==> config.mk <==
export PLATFORM = sky130hd
export DESIGN_NAME = audio_voice_sched_flat
export DESIGN_NICKNAME = d
export VERILOG_FILES = /design/src/rtl/audio_voice_sched_pkg.sv /design/src/rtl/audio_voice_sched_if.sv /design/src/rtl/audio_voice_sched_voice.sv /design/src/rtl/audio_voice_sched.sv /design/src/flat_wrapper.sv
export SDC_FILE = /design/constraint.sdc
export NUM_CORES = 1
export LEC_CHECK = 0
export BUFFER_PORTS_ARGS = -buffer_cell sky130_fd_sc_hd__clkbuf_2
export CAP_MARGIN = 20
export CORE_ASPECT_RATIO = 0.75
export CORE_MARGIN = 5
export CORE_UTILIZATION = 40
export DETAILED_ROUTE_END_ITERATION = 7
export PLACE_DENSITY_LB_ADDON = 0.05
export SLEW_MARGIN = 20
export SYNTH_ARGS = -nofsm -noshare
export SYNTH_HDL_FRONTEND = slang
export SYNTH_SLANG_ARGS = --single-unit
==> constraint.sdc <==
create_clock -name clk -period 2.8 [get_ports clk]
set_input_delay 0.42 -clock clk [delete_from_list [all_inputs] [get_ports clk]]
set_output_delay 0.42 -clock clk [all_outputs]
set_load 0.05 [all_outputs]
==> src/rtl/audio_voice_sched_pkg.sv <==
// Shared types and register map for the multi-voice sample scheduler.
package audio_sched_pkg;

  typedef enum logic [2:0] {
    IDLE,
    ISSUE,
    WAIT,
    ACC,
    OUT
  } state_t;

  localparam logic [1:0] REG_BASE = 2'd0;
  localparam logic [1:0] REG_LEN  = 2'd1;
  localparam logic [1:0] REG_CMD  = 2'd2;
  localparam logic [1:0] REG_IRQ  = 2'd3;

  localparam int CMD_VOICE_LSB = 0;
  localparam int CMD_VOICE_MSB = 1;
  localparam int CMD_START     = 2;
  localparam int CMD_STOP      = 3;
  localparam int CMD_LOOP      = 4;
  localparam int CMD_BASE_HI   = 8;
  localparam int IRQ_CLEAR     = 15;

endpackage

==> src/rtl/audio_voice_sched_if.sv <==
// CPU register bus into the scheduler, with the level interrupt back out.
interface audio_voice_sched_if;
  logic        chipselect;
  logic        write;
  logic [1:0]  address;
  logic [15:0] writedata;
  logic        irq;

  modport master (output chipselect, output write, output address, output writedata, input irq);
  modport slave  (input chipselect, input write, input address, input writedata, output irq);
endinterface

==> src/rtl/audio_voice_sched_voice.sv <==
// One playback voice: base/length/position/loop/active, with start/stop
// commands taking priority over the scheduler's position advance.
module audio_voice #(
  parameter int ADDR_W = 17,
  parameter int LEN_W  = 16
) (
  input  logic              clk,
  input  logic              resetn,
  input  logic              load,
  input  logic [ADDR_W-1:0] load_base,
  input  logic [LEN_W-1:0]  load_len,
  input  logic              load_loop,
  input  logic              stop,
  input  logic              advance,
  output logic [ADDR_W-1:0] rd_addr,
  output logic              active,
  output logic              done
);

  logic [ADDR_W-1:0] base_q, base_d;
  logic [LEN_W-1:0]  len_q, len_d;
  logic [LEN_W-1:0]  pos_q, pos_d;
  logic              loop_q, loop_d;
  logic              active_q, active_d;
  logic              last;

  assign last    = ((LEN_W+1)'(pos_q) + (LEN_W+1)'(1)) == (LEN_W+1)'(len_q);
  assign rd_addr = base_q + ADDR_W'(pos_q);
  assign active  = active_q;

  // Next voice state: stop beats start, and any command beats the advance.
  always_comb begin
    base_d   = base_q;
    len_d    = len_q;
    pos_d    = pos_q;
    loop_d   = loop_q;
    active_d = active_q;
    done     = 1'b0;
    if (stop) begin
      active_d = 1'b0;
    end else if (load) begin
      base_d   = load_base;
      len_d    = load_len;
      loop_d   = load_loop;
      pos_d    = '0;
      active_d = 1'b1;
    end else if (advance && active_q) begin
      if (last) begin
        pos_d = '0;
        if (!loop_q) begin
          pos_d    = pos_q;
          active_d = 1'b0;
          done     = 1'b1;
        end
      end else begin
        pos_d = pos_q + LEN_W'(1);
      end
    end
  end

  // Voice state registers.
  always_ff @(posedge clk or negedge resetn) begin
    if (!resetn) begin
      base_q   <= '0;
      len_q    <= '0;
      pos_q    <= '0;
      loop_q   <= 1'b0;
      active_q <= 1'b0;
    end else begin
      base_q   <= base_d;
      len_q    <= len_d;
      pos_q    <= pos_d;
      loop_q   <= loop_d;
      active_q <= active_d;
    end
  end

endmodule

==> src/rtl/audio_voice_sched.sv <==
// Time-slotted voice scheduler: one ROM read per voice per codec request,
// saturating mix, register-bus voice control and done interrupt.
module audio_voice_sched
  import audio_sched_pkg::*;
#(
  parameter int NUM_VOICES = 4,
  parameter int ADDR_W     = 17,
  parameter int DATA_W     = 16,
  parameter int ROM_LAT    = 2
) (
  input  logic               clk,
  input  logic               resetn,
  audio_voice_sched_if.slave bus,
  input  logic               sample_req,
  output logic [DATA_W-1:0]  sample_out,
  output logic               sample_valid,
  output logic [ADDR_W-1:0]  rom_addr,
  input  logic [DATA_W-1:0]  rom_q
);

  localparam int VOICE_W = $clog2(NUM_VOICES);
  localparam int ACC_W   = DATA_W + VOICE_W;
  localparam logic [3:0] WAIT_LAST = 4'(ROM_LAT - 2);
  localparam logic [VOICE_W-1:0] LAST_VOICE = VOICE_W'(NUM_VOICES - 1);

  state_t              state_q, state_d;
  logic [VOICE_W-1:0]  v_q, v_d;
  logic [3:0]          wait_q, wait_d;
  logic [ACC_W-1:0]    acc_q, acc_d;
  logic                req_pend_q, req_pend_d;
  logic [DATA_W-1:0]   sample_out_q, sample_out_d;
  logic                sample_valid_q, sample_valid_d;
  logic [ADDR_W-1:0]   rom_addr_q, rom_addr_d;
  logic [15:0]         staged_base_q, staged_base_d;
  logic [15:0]         staged_len_q, staged_len_d;
  logic [NUM_VOICES-1:0] done_pend_q, done_pend_d;
  logic [NUM_VOICES-1:0] irq_en_q, irq_en_d;
  logic                irq_q, irq_d;

  logic                  reg_wr;
  logic                  cmd_wr;
  logic                  cmd_hit;
  logic [NUM_VOICES-1:0] voice_load, voice_stop, voice_adv, voice_active, voice_done;
  logic [ADDR_W-1:0]     voice_addr [NUM_VOICES];
  logic [ADDR_W-1:0]     load_base;
  logic [ACC_W-1:0]      rom_ext;

  function automatic logic [DATA_W-1:0] saturate(input logic [ACC_W-1:0] a);
    logic [ACC_W-DATA_W:0] hi;
    hi = a[ACC_W-1:DATA_W-1];
    if (hi == '0 || hi == '1) return a[DATA_W-1:0];
    else if (a[ACC_W-1]) return {1'b1, {(DATA_W-1){1'b0}}};
    else return {1'b0, {(DATA_W-1){1'b1}}};
  endfunction

  assign reg_wr    = bus.chipselect && bus.write;
  assign cmd_wr    = reg_wr && (bus.address == REG_CMD);
  assign load_base = ADDR_W'({bus.writedata[CMD_BASE_HI], staged_base_q});
  assign rom_ext   = {{(ACC_W-DATA_W){rom_q[DATA_W-1]}}, rom_q};

  assign sample_out   = sample_out_q;
  assign sample_valid = sample_valid_q;
  assign rom_addr     = rom_addr_q;
  assign bus.irq      = irq_q;

  for (genvar i = 0; i < NUM_VOICES; i++) begin : g_voice
    audio_voice #(.ADDR_W(ADDR_W), .LEN_W(16)) u_voice (
      .clk       (clk),
      .resetn    (resetn),
      .load      (voice_load[i]),
      .load_base (load_base),
      .load_len  (staged_len_q),
      .load_loop (bus.writedata[CMD_LOOP]),
      .stop      (voice_stop[i]),
      .advance   (voice_adv[i]),
      .rd_addr   (voice_addr[i]),
      .active    (voice_active[i]),
      .done      (voice_done[i])
    );
  end

  // Per-voice command decode and the advance strobe for the voice in its ACC slot.
  always_comb begin
    voice_load = '0;
    voice_stop = '0;
    voice_adv  = '0;
    cmd_hit    = 1'b0;
    for (int i = 0; i < NUM_VOICES; i++) begin
      cmd_hit       = cmd_wr && (int'(bus.writedata[CMD_VOICE_MSB:CMD_VOICE_LSB]) == i);
      voice_stop[i] = cmd_hit && bus.writedata[CMD_STOP];
      voice_load[i] = cmd_hit && bus.writedata[CMD_START] && !bus.writedata[CMD_STOP]
                      && (staged_len_q != '0);
      voice_adv[i]  = (state_q == ACC) && (int'(v_q) == i);
    end
  end

  // Staging, interrupt-enable and done-pending registers; a clear loses to a same-cycle done.
  always_comb begin
    staged_base_d = staged_base_q;
    staged_len_d  = staged_len_q;
    irq_en_d      = irq_en_q;
    done_pend_d   = done_pend_q;
    if (reg_wr) begin
      case (bus.address)
        REG_BASE: staged_base_d = bus.writedata;
        REG_LEN:  staged_len_d  = bus.writedata;
        REG_IRQ: begin
          irq_en_d = bus.writedata[NUM_VOICES-1:0];
          if (bus.writedata[IRQ_CLEAR]) done_pend_d = '0;
        end
        default: ;
      endcase
    end
    done_pend_d = done_pend_d | voice_done;
    irq_d       = |(done_pend_q & irq_en_q);
  end

  // Frame sequencer: issue, wait out ROM latency, accumulate, then saturate and publish.
  always_comb begin
    state_d        = state_q;
    v_d            = v_q;
    wait_d         = wait_q;
    acc_d          = acc_q;
    req_pend_d     = req_pend_q;
    sample_out_d   = sample_out_q;
    sample_valid_d = 1'b0;
    rom_addr_d     = rom_addr_q;
    case (state_q)
      IDLE: begin
        if (sample_req || req_pend_q) begin
          state_d    = ISSUE;
          v_d        = '0;
          acc_d      = '0;
          req_pend_d = 1'b0;
        end
      end
      ISSUE: begin
        rom_addr_d = voice_addr[v_q];
        wait_d     = '0;
        state_d    = WAIT;
      end
      WAIT: begin
        if (wait_q == WAIT_LAST) state_d = ACC;
        else wait_d = wait_q + 4'd1;
      end
      ACC: begin
        if (voice_active[v_q]) acc_d = acc_q + rom_ext;
        if (v_q == LAST_VOICE) begin
          state_d = OUT;
        end else begin
          v_d     = v_q + VOICE_W'(1);
          state_d = ISSUE;
        end
      end
      OUT: begin
        sample_out_d   = saturate(acc_q);
        sample_valid_d = 1'b1;
        state_d        = IDLE;
      end
      default: state_d = IDLE;
    endcase
    if (state_q != IDLE && sample_req) req_pend_d = 1'b1;
  end

  // All scheduler state registers.
  always_ff @(posedge clk or negedge resetn) begin
    if (!resetn) begin
      state_q        <= IDLE;
      v_q            <= '0;
      wait_q         <= '0;
      acc_q          <= '0;
      req_pend_q     <= 1'b0;
      sample_out_q   <= '0;
      sample_valid_q <= 1'b0;
      rom_addr_q     <= '0;
      staged_base_q  <= '0;
      staged_len_q   <= '0;
      done_pend_q    <= '0;
      irq_en_q       <= '0;
      irq_q          <= 1'b0;
    end else begin
      state_q        <= state_d;
      v_q            <= v_d;
      wait_q         <= wait_d;
      acc_q          <= acc_d;
      req_pend_q     <= req_pend_d;
      sample_out_q   <= sample_out_d;
      sample_valid_q <= sample_valid_d;
      rom_addr_q     <= rom_addr_d;
      staged_base_q  <= staged_base_d;
      staged_len_q   <= staged_len_d;
      done_pend_q    <= done_pend_d;
      irq_en_q       <= irq_en_d;
      irq_q          <= irq_d;
    end
  end

endmodule
==> src/flat_wrapper.sv <==
// flat-port wrapper written by rule: the top's interface ports become plain ports
module audio_voice_sched_flat import audio_sched_pkg::*;
#(
  parameter int NUM_VOICES = 4,
  parameter int ADDR_W     = 17,
  parameter int DATA_W     = 16,
  parameter int ROM_LAT    = 2
)
  (clk, resetn, sample_req, sample_out, sample_valid, rom_addr, rom_q, bus_chipselect, bus_write, bus_address, bus_writedata, bus_irq);
  audio_voice_sched_if bus_i ();
  input  logic clk;
  input  logic resetn;
  input  logic sample_req;
  output logic [DATA_W-1:0] sample_out;
  output logic sample_valid;
  output logic [ADDR_W-1:0] rom_addr;
  input  logic [DATA_W-1:0] rom_q;
  input wire logic [$bits(bus_i.chipselect)-1:0] bus_chipselect;
  input wire logic [$bits(bus_i.write)-1:0] bus_write;
  input wire logic [$bits(bus_i.address)-1:0] bus_address;
  input wire logic [$bits(bus_i.writedata)-1:0] bus_writedata;
  output wire logic [$bits(bus_i.irq)-1:0] bus_irq;
  assign bus_i.chipselect = bus_chipselect;
  assign bus_i.write = bus_write;
  assign bus_i.address = bus_address;
  assign bus_i.writedata = bus_writedata;
  assign bus_irq = bus_i.irq;
  audio_voice_sched #(.NUM_VOICES(NUM_VOICES), .ADDR_W(ADDR_W), .DATA_W(DATA_W), .ROM_LAT(ROM_LAT)) u_core (.clk(clk), .resetn(resetn), .bus(bus_i), .sample_req(sample_req), .sample_out(sample_out), .sample_valid(sample_valid), .rom_addr(rom_addr), .rom_q(rom_q));
endmodule
# [After elaboration in Yosys (flattened, before gate mapping)]
# Cells that the tools add are included.
# Widths: inputs -> output; s select.
[classes] addsub=15 n_lt_le_gt_ge=2 eq_ne=32 n_mux=82 n_bitwise=7 reduce_logical=79
[op_table] operator="$mux 16" count=18
[op_table] operator="$add 16x1->17 const B" count=4
[op_table] operator="$add 17x16->17" count=4
[op_table] operator="$eq 17x16->1" count=4
[op_table] operator="$add 16x1->16 const B" count=4
[op_table] operator="$mux 1" count=45
[op_table] operator="$mux 18" count=2
[op_table] operator="$pmux 18 s2" count=1
[op_table] operator="$bmux 17 s2" count=1
[op_table] operator="$mux 17" count=2
[op_table] operator="$logic_and 1x1->1" count=31
[op_table] operator="$reduce_and 3->1" count=10
[op_table] operator="$reduce_bool 3->1" count=9
[op_table] operator="$ne 3x3->1 const B" count=8
[op_table] operator="$reduce_and 2->1" count=10
[op_table] operator="$add 18x18->18" count=1
[op_table] operator="$mux 4" count=4
[op_table] operator="$reduce_bool 16->1" count=1
[op_table] operator="$reduce_bool 2->1" count=8
[op_table] operator="$eq 2x2->1 const B" count=7
[op_table] operator="$pmux 3 s4" count=1
[op_table] operator="$mux 3" count=3
[op_table] operator="$pmux 4 s2" count=1
[op_table] operator="$eq 2x1->1 const B" count=3
[op_table] operator="other kinds (22)" count=35
[word_totals] regBits=307 output_inout_bits=35 elab_cells=250

# [Longest topological paths before layout]
# Gate-level depths: netlist of run 1.
[logic_depth] depth_word=9 ltp_mapped=12

# [Hierarchy]
# Synthesis of run 1 repeated with hierarchy kept, for this count alone.
[unflattened] hier_cells=2089 hier_area_um2=19764.0
[modules_own_cells] mod="audio_voice (u_core.g_voice[0].u_voice ...)" n_inst=3 cells_each=360 area_each_um2=3442.1
[modules_own_cells] mod="audio_voice_sched" n_inst=1 cells_each=564 area_each_um2=5741.8
[modules_own_cells] mod="audio_voice (u_core.g_voice[1].u_voice)" n_inst=1 cells_each=445 area_each_um2=3696.0

# [Least setup slack after synthesis of run 1]
# OpenSTA, ideal clock, no wires.
[synth_path] path_type="reg2reg" startpoint="register u_core.g_voice[3].u_voice.pos_q[1]" endpoint="register u_core.g_voice[3].u_voice.pos_q[3]" t_arrival_ps=2833 t_required_ps=2679 setup_slack_ps=-154 stages_incl_launch_ff=11 n_path_buf=0 period_less_slack_ps=2954 path_cell_list="dfrtp_1 -> ha_1 -> nand3_1 -> nor2_1 -> xor2_1 -> or3_1 -> a21oi_1 -> o2111a_1 -> nor2_1 -> a211o_1 -> a22o_1"
[synth_between] elab_chain_cells=5
[synth_rtl] element="start, declared" line_no="audio_voice_sched_voice.sv:22" text="logic [LEN_W-1:0] pos_q, pos_d;"
[synth_rtl] element="start signal, assigned" line_no="audio_voice_sched_voice.sv:72" text="pos_q <= pos_d;"
[synth_rtl] element="$add 16x1->17" line_no="audio_voice_sched_voice.sv:27" text="assign last = ((LEN_W+1)'(pos_q) + (LEN_W+1)'(1)) == (LEN_W+1)'(len_q);"
[synth_rtl] element="$eq 17x16->1" line_no="audio_voice_sched_voice.sv:27"
[synth_rtl] element="$mux 16" line_no="audio_voice_sched_voice.sv:48" text="if (last) begin"
[synth_rtl] element="$mux 16" line_no="audio_voice_sched_voice.sv:47" text="end else if (advance && active_q) begin"
[synth_rtl] element="$mux 16" line_no="audio_voice_sched_voice.sv:41" text="end else if (load) begin"
# Several ways; a longest one is shown, not always the timed one. The select of a mux whose other input is x is not followed.
# A chain may end at the register's enable or synchronous reset.

# [Worst setup path in the final report of run 1]
[layout_path] startpoint="register u_core.g_voice[0].u_voice.pos_q[1]" endpoint="register u_core.rom_addr_q[11], in the netlist u_core.rom_addr[11]"
[layout_between] elab_chain_cells=4
[layout_rtl] element="start, declared" line_no="audio_voice_sched_voice.sv:22"
[layout_rtl] element="start signal, assigned" line_no="audio_voice_sched_voice.sv:72"
[layout_rtl] element="$add 17x16->17" line_no="audio_voice_sched_voice.sv:28" text="assign rd_addr = base_q + ADDR_W'(pos_q);"
[layout_rtl] element="$bmux 17 s2" line_no="audio_voice_sched.sv:138" text="rom_addr_d = voice_addr[v_q];"
[layout_rtl] element="$mux 17 (not written as such) (2 in series)" line_no="audio_voice_sched.sv:138"
[layout_rtl] element="end signal, assigned" line_no="audio_voice_sched.sv:189" text="rom_addr_q <= rom_addr_d;"
[layout_rtl] element="end, declared" line_no="audio_voice_sched.sv:33" text="logic [ADDR_W-1:0] rom_addr_q, rom_addr_d;"
# No other way between the ends. The select of a mux whose other input is x is not followed.

==> results of run 1 <==
flip-flops by register name (all words and copies together), names as in the netlist, 16 cells and up:
| register | count |
|---|---|
| u_core.g_voice.u_voice.base_q | 68 |
| u_core.g_voice.u_voice.len_q | 64 |
| u_core.g_voice.u_voice.pos_q | 64 |
| u_core.acc_q | 18 |
| u_core.rom_addr | 17 |
| u_core.sample_out | 16 |
| u_core.staged_base_q | 16 |
| u_core.staged_len_q | 16 |
kinds of logic (layout without fill, tap and decap cells):
group                    after synthesis  in the layout  share of synthesized area (%)
buffers and inverters                129            491                           2.73
AO/OA/AOI/OAI                        421            421                           14.7
flip-flops                           307            307                           41.2
XOR/XNOR                             154            154                           7.24
adder cells (fa/ha/maj)               96             96                           6.65
multiplexers                         140            140                           9.06
AND/OR/NAND/NOR                      743            743                           18.4
where the power goes:
part	switching, mW	total [mW]	leakage [nW]	internal, mW
logic	3.66	6.06	6.94	2.40
registers	0.776	5.84	4.02	5.06
clock network	2.03	5.16	0.630	3.13
worst max-delay path, delay by kind of cell (launching register included):
| kind | cells | cell delay [ns] |
|---|---|---|
| AO/OA/AOI/OAI | 3 | 0.65 |
| AND/OR/NAND/NOR | 4 | 0.65 |
| multiplexers | 1 | 0.47 |
| flip-flops | 1 | 0.39 |
| buffers and inverters | 2 | 0.27 |
| adder cells (fa/ha/maj) | 1 | 0.21 |
| XOR/XNOR | 1 | 0.14 |
cell type report:
class	count	area [um^2]	area share (%)
Timing Repair Buffer	378	2900	11.8
Clock buffer	53	1110	4.52
Clock inverter	13	178	0.725
Sequential cell	307	7700	31.4
Multi-Input combinational cell	1554	11700	47.6
Tap cell	630	788	3.22
Inverter	47	176	0.720
per-layer routing:
metal	track usage, %	part of all wire, %
met1	38.3	49
met2	34.6	41
met3	5.85	7.2
met4	7.30	2.8
met5	0	0
worst max path at each step:
stage                                                                from  slack (ns)  cells past startpoint                                               to
after global placement    u_core.g_voice[0].u_voice.base_q[0]$_DFFE_PN0P_       -0.28                     11                  u_core.rom_addr[16]$_DFFE_PN0P_
after global routing       u_core.g_voice[3].u_voice.pos_q[0]$_DFFE_PN0P_       -0.33                     12  u_core.g_voice[3].u_voice.pos_q[14]$_DFFE_PN0P_
final                      u_core.g_voice[0].u_voice.pos_q[1]$_DFFE_PN0P_       -0.11                     12                  u_core.rom_addr[11]$_DFFE_PN0P_
after CTS                  u_core.g_voice[0].u_voice.pos_q[1]$_DFFE_PN0P_       -0.05                     13   u_core.g_voice[0].u_voice.pos_q[4]$_DFFE_PN0P_
after floorplan            u_core.g_voice[0].u_voice.pos_q[6]$_DFFE_PN0P_       -0.02                     12   u_core.g_voice[0].u_voice.pos_q[4]$_DFFE_PN0P_
after detailed placement  u_core.g_voice[0].u_voice.base_q[0]$_DFFE_PN0P_       -0.28                     11                  u_core.rom_addr[16]$_DFFE_PN0P_
layout by cell type (no fill, tap or decap), drive strengths merged, types with 6 or more instances in the layout:
cell / netlist / layout
a211o: 11 / 11
a211oi: 19 / 19
a21o: 26 / 26
a21oi: 67 / 67
a22o: 18 / 18
a31oi: 16 / 16
and2: 13 / 13
and3: 19 / 19
buf: 19 / 305
clkbuf: 63 / 125
clkinv: 1 / 7
dfrtp: 307 / 307
ha: 91 / 91
inv: 46 / 47
mux2: 118 / 118
mux2i: 11 / 11
mux4: 11 / 11
nand2: 340 / 340
nand2b: 18 / 18
nand3: 61 / 61
nand3b: 6 / 6
nand4: 21 / 21
nor2: 133 / 133
nor2b: 14 / 14
nor3: 56 / 56
nor4: 16 / 16
o2111ai: 6 / 6
o211ai: 25 / 25
o21ai: 148 / 148
o21bai: 6 / 6
o31ai: 19 / 19
o41ai: 11 / 11
or2: 9 / 9
or3: 14 / 14
or4: 7 / 7
xnor2: 85 / 85
xor2: 69 / 69
through the flow:
stage / setup TNS [ns] / instances / util [%] / area, um^2 / setup WS, ns
3_5_place_dp: -4.57 / 2872 / 47.0 / 21600 / -0.284
4_1_cts: -0.382 / 2955 / 50.8 / 23400 / -0.0508
6_report: -0.709 / 2982 / 53.3 / 24500 / -0.107
5_1_grt: -5.98 / 2982 / 53.3 / 24500 / -0.326
2_1_floorplan: -0.0366 / 1990 / - / 18700 / -0.0208
3_3_place_gp: -4.38 / 2872 / 47.0 / 21600 / -0.277
timing repair:
item / CTS / global route
endpoints found under the setup margin: 68 / 83
hold endpoints to repair: 32 / 0
hold buffers: 1 / 0
setup buffers: 12 / 31
gates resized for setup: 87 / 210
pin swaps: 29 / 92
gates cloned: 4 / 2
synthesized netlist by cell type (all sizes together), types with 25 or more instances:
| library cell | count |
|---|---|
| nand3 | 61 |
| clkbuf | 63 |
| nor3 | 56 |
| xor2 | 69 |
| xnor2 | 85 |
| a21o | 26 |
| nor2 | 133 |
| mux2 | 118 |
| o21ai | 148 |
| ha | 91 |
| a21oi | 67 |
| o211ai | 25 |
| inv | 46 |
| nand2 | 340 |
| dfrtp | 307 |
==> impl_metrics.csv, run 1 <==
group,metric,value,unit
pwr,ir_drop,596,uV
finish,diodes,0,
synth,ys_types,79,
grt,grt_pass1_vias,16000,
run_status,status,"finished, violations left",
critical_path,r2r-end,"u_core.rom_addr[11]$_DFFE_PN0P_",
clocking,clock-sinks,307,
synth,synth_area_leaders,"dfrtp_1, mux2_2, nand2_1",
grt,grt_use_total,24.8,%
pwr,p_per_area,696,nW/um^2
timing,finalMaxSlewViolations,0,
drt,dr.pass1.iters,5,
synth,synth_area_leader_cell,"dfrtp_1",
synth,ys_warn_count,0,
timing,fin_crit_sh,104,%
timing,worst_slack,-0.107,ns
synth,yosys_register_bits,307,
clocking,cts_buffer_depth,3,
clocking,cts-root-buf,"clkbuf_16",
critical_path,cp.arrival,3.34,ns
critical_path,slowest_stage,"mux4_2",
synth,avgSynthCellArea,9.36,um^2
critical_path,cpPeakStageDelay,0.47,ns
min_path,worstHoldStart,"bus_writedata[5]",
die,io_pins,74,
drt,avgRoutedWirePerCell,21.9,um
die,die-area,51000,um^2
timing,slew_headroom,36.5,%
clocking,cts_made_buffers,37,
min_path,min_path_cells,2,
critical_path,worst-path-max-fanout,3,
synth,ys.flop_type,"dfrtp_1",
synth,synth_nets,2125,
synth,synthArstFlopShare,100,%
drt,wl,65400,um
drt,dr.first_iter.drc_count,1310,
timing,rsz0062_at_grt,"yes",
job,maxCapViolCount,0,
synth,syn_inst,1990,
synth,synth_top_area_share,41.2,%
run_status,violations,"negative setup slack",
drt,dr_total_vias,16600,
timing,worst_pin_slew,0.942,ns
critical_path,start_kind,"register",
finish,layout.nets,2460,
place,port_buffers,73,
timing,hold_viol,0,
synth,synth_edf_count,0,
clocking,cts_tree,"built",
critical_path,cp_cell_sequence,"buf_6 > ha_4 > a211oi_2 > nor2_2 > or4_4 > a41oi_4 > a21oi_4 > buf_6 > xor2_2 > mux4_2 > nand2_1 > nand2_1",
timing,finalSetupViolCount,16,
die,core,46000,um^2
clocking,clock_latency,0.55,ns
pwr,p_leak,11.6,nW
critical_path,critPathCaptureType,"register",
timing,hold_slack,0.115,ns
finish,area_growth,31.6,%
critical_path,reg2reg_depth,12,
die,die_w,259,um
drt,vias_per_cell,5.56,
place,dp_hpwl,47000,um
pwr,power,17.1,mW
critical_path,r2r_slack,-0.11,ns
critical_path,reg2reg_from,"u_core.g_voice[0].u_voice.pos_q[1]$_DFFE_PN0P_",
grt,grt_pass1_wl,97700,um
min_path,min_to,"u_core.staged_len_q[5]$_DFFE_PN0P_",
clocking,htreeDepth,2,
die,initial_core_util,40.5,%
timing,max_freq,344,MHz
drt,drtAntennaViolNets,0,
finish,n_fill_cell,4124,
timing,min_period,2.91,ns
die,die_h,197,um
grt,grt_max_degree,82,
synth,syn_area,18600,um^2
grt,grt-ovfl-total,0,
timing,clock_skew,0.0158,ns
drt,route.detailed.drc,0,
critical_path,required,3.23,ns
grt,antenna_found_initial,3,
clocking,path_clk_slew,0.06,ns
critical_path,crit_type,"register to register",
finish,drive_above_1_share,33.3,%
place,globalplace.congestion,0.919,
min_path,holdCritPathClass,"input port to register",
die,num_rows,68,
synth,ys_seq_area_share,41.2,%
(Power assumes the default switching activity.)
==> inputs of run 2 (changes only) <==
- ABC_AREA: unset -> 1
- CORE_UTILIZATION: 40 -> 35
==> impl_metrics.csv, run 2 <==
group,metric,value,unit
clocking,clock_latency,0.57,ns
grt,grt-ovfl-total,0,
grt,grt_pass1_vias,17300,
place,dp_slack,0.0448,ns
finish,regMostFlops,"u_core.g_voice.u_voice.base_q",
critical_path,cp_common_cell,"nand3_1",
finish,largestRegisters,"u_core.g_voice.u_voice.base_q: 68 flops, u_core.g_voice.u_voice.len_q: 64 flops, u_core.g_voice.u_voice.pos_q: 64 flops",
place,globalplace.congestion,0.922,
critical_path,start_kind,"register",
timing,worst_pin_slew,0.702,ns
synth,ys_types,50,
clocking,cts_made_buffers,38,
timing,clock_skew,0.0225,ns
die,die_w,283,um
synth,ys_warn_count,0,
clocking,cts_buffer_depth,3,
drt,dr.first_iter.drc_count,1554,
critical_path,cp.arrival,3.07,ns
synth,synth_area_leader_cell,"dfrtp_1",
die,num_rows,75,
clocking,clock-sinks,307,
timing,tns,0,ns
synth,yosysMostFrequentCell,"nand2_1",
finish,final_common_cell,"nand2_1",
synth,ys.flop_type,"dfrtp_1",
synth,ys_seq_area_share,39.3,%
synth,avgSynthCellArea,7.14,um^2
drt,wl,70100,um
min_path,holdCritPathClass,"input port to register",
clocking,cts-root-buf,"clkbuf_16",
grt,grt_pass1_wl,108000,um
pwr,ir_drop,373,uV
critical_path,required,3.25,ns
synth,synth_nets,2875,
die,die-area,60800,um^2
drt,avgRoutedWirePerCell,19.3,um
synth,synth_area_leaders,"dfrtp_1, nand2_1, o21ai_0",
timing,finalMaxSlewViolations,0,
finish,largest_reg_flops,68,
critical_path,crit_buf_inv,0,
finish,area_growth,16.1,%
grt,antenna_found_initial,1,
die,io_pins,74,
finish,n_fill_cell,5882,
critical_path,cp_cell_sequence,"ha_1 > fa_1 > nand3_1 > nand3_1 > a21oi_1 > o21bai_1 > nand3b_1 > nand3b_1 > nand3_1 > nand3_1 > nand3_1 > nand2_1",
synth,synthArstFlopShare,100,%
drt,dr.pass1.iters,6,
timing,slew_headroom,52.7,%
clocking,htreeDepth,2,
drt,route.detailed.drc,0,
job,maxCapViolCount,0,
timing,min_period,2.62,ns
finish,final_util,40.8,%
synth,syn_area,19600,um^2
finish,layout.nets,2999,
clocking,cts_tree,"built",
place,port_buffers,73,
timing,worst_slack,0.184,ns
timing,fin_crit_sh,93.4,%
timing,hold_viol,0,
finish,instances_no_fill,3625,
place,dp.cells,3551,
drt,drtAntennaViolNets,0,
synth,yosys_register_bits,307,
timing,max_freq,382,MHz
timing,finalSetupViolCount,0,
pwr,p_per_area,699,nW/um^2
synth,syn_inst,2740,
place,dp_hpwl,55100,um
critical_path,worst-path-max-fanout,7,
synth,synth_top_area_share,39.3,%
drt,vias_per_cell,5.06,
synth,synth_commonest_cells,"nand2_1, dfrtp_1, o21ai_0",
critical_path,cp_top_family,"simple AND/OR/NAND/NOR gates",
clocking,path_clk_slew,0.06,ns
pwr,p_leak,11.3,nW
die,die_h,215,um
finish,drive_above_1_share,9.40,%
finish,final_cell_mix,"nand2_1, dfrtp_1, inv_1, o21ai_0, nand3_1",
critical_path,slowest_stage,"dfrtp_2",
die,core,55600,um^2
critical_path,critPathCaptureType,"register",
critical_path,crit_type,"register to register",
synth,synth_edf_count,0,
timing,hold_slack,0.0970,ns
grt,grt_max_degree,64,
critical_path,cpPeakStageDelay,0.47,ns
drt,dr_total_vias,18300,
die,initial_core_util,35.2,%
grt,grt_use_total,22.7,%
run_status,status,"completed",
run 2: worst reg2reg max path, stage by stage (launching register included):
cell and delay [ns]:
dfrtp_2 0.47, ha_1 0.23, fa_1 0.41, nand3_1 0.09, nand3_1 0.11, a21oi_1 0.39, o21bai_1 0.22, nand3b_1 0.16
nand3b_1 0.09, nand3_1 0.08, nand3_1 0.07, nand3_1 0.11, nand2_1 0.06
run 2: per-stage QoR:
step / cell area, um^2 / total power [mW]
floorplan: 19600 / 8.65
global placement: 21300 / 10.5
detailed placement: 21300 / 10.6
CTS: 22600 / 16.1
global route: 22700 / 16.8
finish: 22700 / 15.9
run 2: cell type report:
cell class                 count  area (um^2)  share of cell area, %
tap                          731          915                   4.03
clock inverter                15          229                   1.01
antenna                        1         2.50                 0.0110
sequential                   307         7680                   33.8
inverter                     282         1060                   4.66
multi-input combinational   2078        10500                   46.4
clock buffer                  54         1130                   4.99
timing repair buffer         157         1160                   5.12
run 2: worst paths after layout:
path	startpoint	endpoint	slack [ns]	cells after the start
min in group asynchronous	resetn	u_core.staged_base_q[5]$_DFFE_PN0P_	0.35	2
worst min register to register	u_core.sample_out[15]$_DFFE_PN0P_	u_core.sample_out[15]$_DFFE_PN0P_	0.48	2
worst max-delay path	u_core.g_voice[2].u_voice.pos_q[0]$_DFFE_PN0P_	u_core.rom_addr[16]$_DFFE_PN0P_	0.18	12
worst max register to register	u_core.g_voice[2].u_voice.pos_q[0]$_DFFE_PN0P_	u_core.rom_addr[16]$_DFFE_PN0P_	0.18	12
worst min-delay path	bus_writedata[9]	u_core.staged_base_q[9]$_DFFE_PN0P_	0.1	3
max in group asynchronous	resetn	u_core.g_voice[2].u_voice.base_q[10]$_DFFE_PN0P_	1.61	3
run 2: logic make-up after synthesis:
logic type / after synthesis / synth area share, %
and+or+nand+nor: 1461 / 31.8
AOI/OAI and AO/OA: 474 / 13.0
buffers and inverters: 355 / 7.09
DFF: 307 / 39.3
adders and majority gates: 96 / 6.33
xor gates and xnor gates: 47 / 2.53
run 2: metal layers:
layer  wire [um]  track usage, %  vias up
met3        4050            4.05       55
li1            -               -     9253
met1       37600            36.6     8613
met4        1110            4.33        0
met5           0               0        -
met2       27300            31.5      418
run 2: power breakdown:
| group | switching (mW) | internal [mW] | leakage, nW |
|---|---|---|---|
| Clock | 2.12 | 3.29 | 0.671 |
| Combinational | 3.39 | 1.42 | 6.65 |
| Sequential | 0.568 | 5.09 | 4.02 |
run 2: repair_timing:
action / 4_1_cts / 5_1_grt
setup endpoints to repair: 0 / 52
setup buffers: 0 / 3
hold buffers: 1 / 0
endpoints found under the hold margin: 37 / 0
resized for setup: 0 / 9
